--- src/rtl/flappy_game_ctrl.sv ---
// Game sequencer for the pipe scroller: start/lose FSM, scroll prescaler, score latch.
// Define HIGH_SCORE_EN to keep a best-score register; otherwise high_score is tied to zero.
module flappy_game_ctrl #(
  parameter int SCROLL_DIV  = 250000,
  parameter int DIV_W       = 18,
  parameter int DEATH_TICKS = 100
) (
  input  logic       clk,
  input  logic       reset,
  input  logic       start_btn,
  input  logic       lose,
  input  logic [3:0] score_in,
  output logic       pipe_reset,
  output logic       count_EN,
  output logic       tick,
  output logic [1:0] state_out,
  output logic       game_over,
  output logic [3:0] final_score,
  output logic [3:0] high_score
);

  localparam int HOLD_W = $clog2(DEATH_TICKS + 1);
  localparam logic [DIV_W-1:0]  DIV_LAST  = DIV_W'(SCROLL_DIV - 1);
  localparam logic [HOLD_W-1:0] HOLD_INIT = HOLD_W'(DEATH_TICKS);

  typedef enum logic [1:0] {
    IDLE = 2'd0,
    LOAD = 2'd1,
    PLAY = 2'd2,
    OVER = 2'd3
  } state_t;

  state_t            state, state_nxt;
  logic [DIV_W-1:0]  div_cnt, div_nxt;
  logic [HOLD_W-1:0] hold, hold_nxt;
  logic              btn_p0, btn_p1, btn_p2;
  logic              start_pulse;
  logic              lose_evt;

  // Button synchroniser (p0/p1) plus previous-value stage (p2) for edge detect
  always_ff @(posedge clk or negedge reset) begin
    if (!reset) begin
      btn_p0      <= 1'b0;
      btn_p1      <= 1'b0;
      btn_p2      <= 1'b0;
      start_pulse <= 1'b0;
    end else begin
      btn_p0      <= start_btn;
      btn_p1      <= btn_p0;
      btn_p2      <= btn_p1;
      start_pulse <= btn_p1 & ~btn_p2;
    end
  end

  always_comb begin
    state_nxt = state;
    hold_nxt  = hold;
    lose_evt  = 1'b0;
    case (state)
      IDLE: if (start_pulse) state_nxt = LOAD;
      LOAD: state_nxt = PLAY;
      PLAY: begin
        if (lose) begin
          state_nxt = OVER;
          hold_nxt  = HOLD_INIT;
          lose_evt  = 1'b1;
        end
      end
      OVER: begin
        if (tick && hold != '0) hold_nxt = hold - HOLD_W'(1);
        // A press during the hold-off is dropped, not remembered
        if (start_pulse && hold == '0) state_nxt = LOAD;
      end
      default: state_nxt = IDLE;
    endcase
    // Clearing on the LOAD->PLAY edge gives a full period before the first step
    if (state == LOAD || div_cnt == DIV_LAST) div_nxt = '0;
    else                                      div_nxt = div_cnt + DIV_W'(1);
  end

  always_ff @(posedge clk or negedge reset) begin
    if (!reset) begin
      state       <= IDLE;
      div_cnt     <= '0;
      hold        <= '0;
      tick        <= 1'b0;
      pipe_reset  <= 1'b1;
      final_score <= 4'd0;
    end else begin
      state      <= state_nxt;
      div_cnt    <= div_nxt;
      hold       <= hold_nxt;
      tick       <= (div_nxt == DIV_LAST);
      pipe_reset <= (state_nxt == IDLE) || (state_nxt == LOAD);
      if (lose_evt) final_score <= score_in;
    end
  end

`ifdef HIGH_SCORE_EN
  always_ff @(posedge clk or negedge reset) begin
    if (!reset)                               high_score <= 4'd0;
    else if (lose_evt && score_in > high_score) high_score <= score_in;
  end
`else
  assign high_score = 4'd0;
`endif

  // Collision in the same cycle as a tick must not step the scroller
  assign count_EN  = (state == PLAY) && tick && !lose;
  assign state_out = state;
  assign game_over = (state == OVER);

endmodule

--- config.mk ---
export PLATFORM = sky130hd
export DESIGN_NAME = flappy_game_ctrl
export DESIGN_NICKNAME = d
export VERILOG_FILES = /design/src/rtl/flappy_game_ctrl.sv
export SDC_FILE = /design/constraint.sdc
export NUM_CORES = 1
export LEC_CHECK = 0
export CAP_MARGIN = 5
export CORE_UTILIZATION = 50
export DETAILED_ROUTE_END_ITERATION = 6
export GPL_TIMING_DRIVEN = 0
export PLACE_DENSITY_LB_ADDON = 0.25
export RECOVER_POWER = 50
export SLEW_MARGIN = 20
export SYNTH_ARGS = -nofsm -noshare
export SYNTH_HDL_FRONTEND = slang
export SYNTH_SLANG_ARGS = --single-unit
--- constraint.sdc ---
create_clock -name clk -period 2.58 [get_ports clk]
set_input_delay 0.258 -clock clk [delete_from_list [all_inputs] [get_ports clk]]
set_output_delay 0.258 -clock clk [all_outputs]
set_load 0.1 [all_outputs]
==> metrics.md <==
| Metric | Value |
|---|---|
| Post-Syn Area | `1930 um^2` |
| DRC viols | `0` |
| Final-stage net count | `239` |
| Crit path cell chain | `clkbuf_2 -> nor3_4 -> clkdlybuf4s50_1` |
| Final Max Slew Viols | `0` |
| Worst-margin pin slew | `1180 ps` |
| Setup repair after global routing missed its margin | `no` |
| EDFF count, synth | `0` |
| DRT iter0 DRCs | `40` |
| Ys async rst share | `1.00` |
| GRT Total Usage | `0.204` |
| CORE AREA | `3690 um^2` |
| Worst-path fanout max | `9` |
| Final setup viols | `0` |
| Cell family with most CP delay | `buffers and inverters` |
| Outcome | `finished, final reports clean` |
| Register area share after synthesis | `0.480` |
| Setup TNS | `0 ps` |
| Number of cell rows | `22` |
| Non-Filler Instances | `277` |
| Die X | `64.2 um` |
| CP max stage cell | `clkdlybuf4s50_1` |
| Clk_skew | `5.33 ps` |
| Main synth FF type | `dfrtp_1` |
| CTS Buf Count | `5` |
| Die ar. | `4120 um^2` |
| Clk buf depth | `2` |
| Share of cells above drive strength 1 | `0.131` |
| Placed cells | `268` |
| FMAX | `409 MHz` |
| Cell variety after synth | `48` |
| Lkg Pwr | `0.995 nW` |
| Tightest Hold Check Type | `reg2reg` |
| Fin. Hold Viols | `0` |
| Ports | `22` |
| Antenna violations before repair | `0` |
| Leading area contributor after synthesis | `dfrtp_1` |
| Area contributors post-synth | `dfrtp_1 (47%), nor2_1 (5.4%), xor2_1 (5.0%)` |
| Tcrit/Tclk final | `0.948` |
| CP Launch Type | `register` |
| FF/Latch Area | `927 um^2` |
| Yosys top cell area share | `0.466` |
| Sum of buffers and inverters on the critical path | `2` |
| Area added between synthesis and finish | `19.7%` |
| Flops & latches, synth | `37` |
| Input/output buffers | `17` |
| Slew headroom | `0.210` |
| Final core area utilization | `0.627` |
| Synth Instances | `199` |
| Final Critical Period | `2450 ps` |
| Via count | `1420` |
| Largest net degree at the start of global routing | `24` |
| Multi-input logic area | `918 um^2` |
| Worst Path Required | `2320 ps` |
| Die height | `64.2 um` |
| Via/cell ratio | `5.13` |
| Post-CTS Setup Inserts | `0` |
| CTS root buf | `clkbuf_8` |
| Maximum vdd drop | `511 uV` |
| Antenna Cells | `0` |
| ANT nets after route | `0` |
| Crit Path Category | `reg2out` |
| CTS sink cnt | `37` |
| DRT Pass-1 Iters | `4` |
| CTS H-tree depth | `2` |
| Max-Cap Viols | `0` |
| DP HPWL | `2.53 mm` |
| Wire per inst | `12.3 um` |
| CTS tree | `yes` |
| DRT Wirelength | `3.41 mm` |
| # fillers | `326` |
| Mean Syn Cell Area | `9.71 um^2` |
| PwrDens | `704 nW/um^2` |
| Arrival time at the worst endpoint | `2190 ps` |
| Min Hold Slack | `352 ps` |
| RePlAce Congestion | `0.898` |
| Initial Util | `0.524` |
| GR Overflow Total | `0` |
| Worst skew pair latency | `290 ps` |
| Total power | `1.63 mW` |
| Reg-to-reg slack, setup | `440 ps` |
| Vias in the first global route | `1406` |
| Reg clk slew, reported paths | `70 ps` |
| CP max stage delay | `1140 ps` |
| First-pass GRT wire length | `6.25 mm` |
| Ys Warns | `0` |
| CP endpoint kind | `output pin` |
registers in the layout, summed over array words and instances (netlist names):
register and cells:
pipe_reset 1, btn_p0 1, btn_p2 1, start_pulse 1
final_score 4, hold 7, btn_p1 1, div_cnt 18
state_out 2, tick 1
synth_stat cells, types with 3 or more instances:
master,instances
inv_1,7
nor2_1,28
o21ai_0,3
dfrtp_1,36
xor2_1,11
nand3_1,11
nand4_1,3
nor4_1,4
buf_4,5
nor3_1,6
nand3b_1,3
nand2_1,25
ha_1,3
mux2i_1,3
xnor2_1,7
nor2b_1,3
per-stage QoR:
stage	setup WS, ps	instance area (um^2)
after floorplan	17.7	1950
after global placement	241	2180
after detailed placement	246	2210
after CTS	109	2340
after global routing	78.9	2310
final	134	2310
cell families after synthesis:
logic type                 share of synthesized area
muxes                                         0.0155
AOI/OAI and AO/OA                             0.0751
DFF                                            0.480
other                                        0.00194
buffers and inverters                         0.0564
and+or+nand+nor                                0.270
adders and majority gates                     0.0194
xor gates and xnor gates                      0.0816
layout make-up:
cell class,instances,share of cell area
Tap cell,48,0.0260
Multi-Input combinational cell,146,0.397
Timing Repair Buffer,19,0.0768
Clock inverter,2,0.0162
Sequential cell,37,0.401
Inverter,7,0.0114
Buffer,12,0.0357
Clock buffer,6,0.0357
worst register-to-register path, delay by kind of cell, from the launching register on:
kind	cells	cell delay, ps
adders and majority gates	1	190
AOI/OAI and AO/OA	3	900
buffers and inverters	1	80
and+or+nand+nor	2	460
DFF	1	400
worst paths after layout:
path                               from          to  depth (start not counted)
max                        state_out[0]    count_EN                          3
min                              btn_p0      btn_p1                          0
max reg2reg                     hold[0]     hold[5]                          7
min reg2reg                      btn_p0      btn_p1                          0
max in group asynchronous         reset  div_cnt[0]                          3
min in group asynchronous         reset     hold[1]                          2
layout by cell type, fill, tap and decap left out, types with 3 or more instances in the layout:
cell	count
buf_4	5
clkbuf_1	4
clkbuf_8	6
clkdlybuf4s50_1	15
conb_1	4
dfrtp_1	36
ha_1	3
inv_1	7
mux2i_1	3
nand2_1	25
nand3_1	11
nand3b_1	3
nand4_1	3
nor2_1	28
nor2b_1	3
nor3_1	5
nor4_1	4
o21ai_0	3
xnor2_1	7
xor2_1	11
per-layer routing:
layer	vias up	share of wire	GRT usage
met5	-	0	0
li1	731	-	-
met4	0	0.022	0.100
met2	21	0.46	0.324
met3	8	0.039	0.0607
met1	660	0.48	0.251
power breakdown:
part | internal [mW] | switching, mW | leakage (nW)
sequential | 0.663 | 0.0950 | 0.463
combinational | 0.118 | 0.233 | 0.474
clock | 0.314 | 0.205 | 0.0574
total | 1.10 | 0.533 | 0.995
what timing repair did:
action / CTS / global route
resized for setup: 0 / 0
hold endpoints to repair: 14 / 0
hold buffers: 1 / 0
Note: power is estimated with default switching activity, not from simulation.
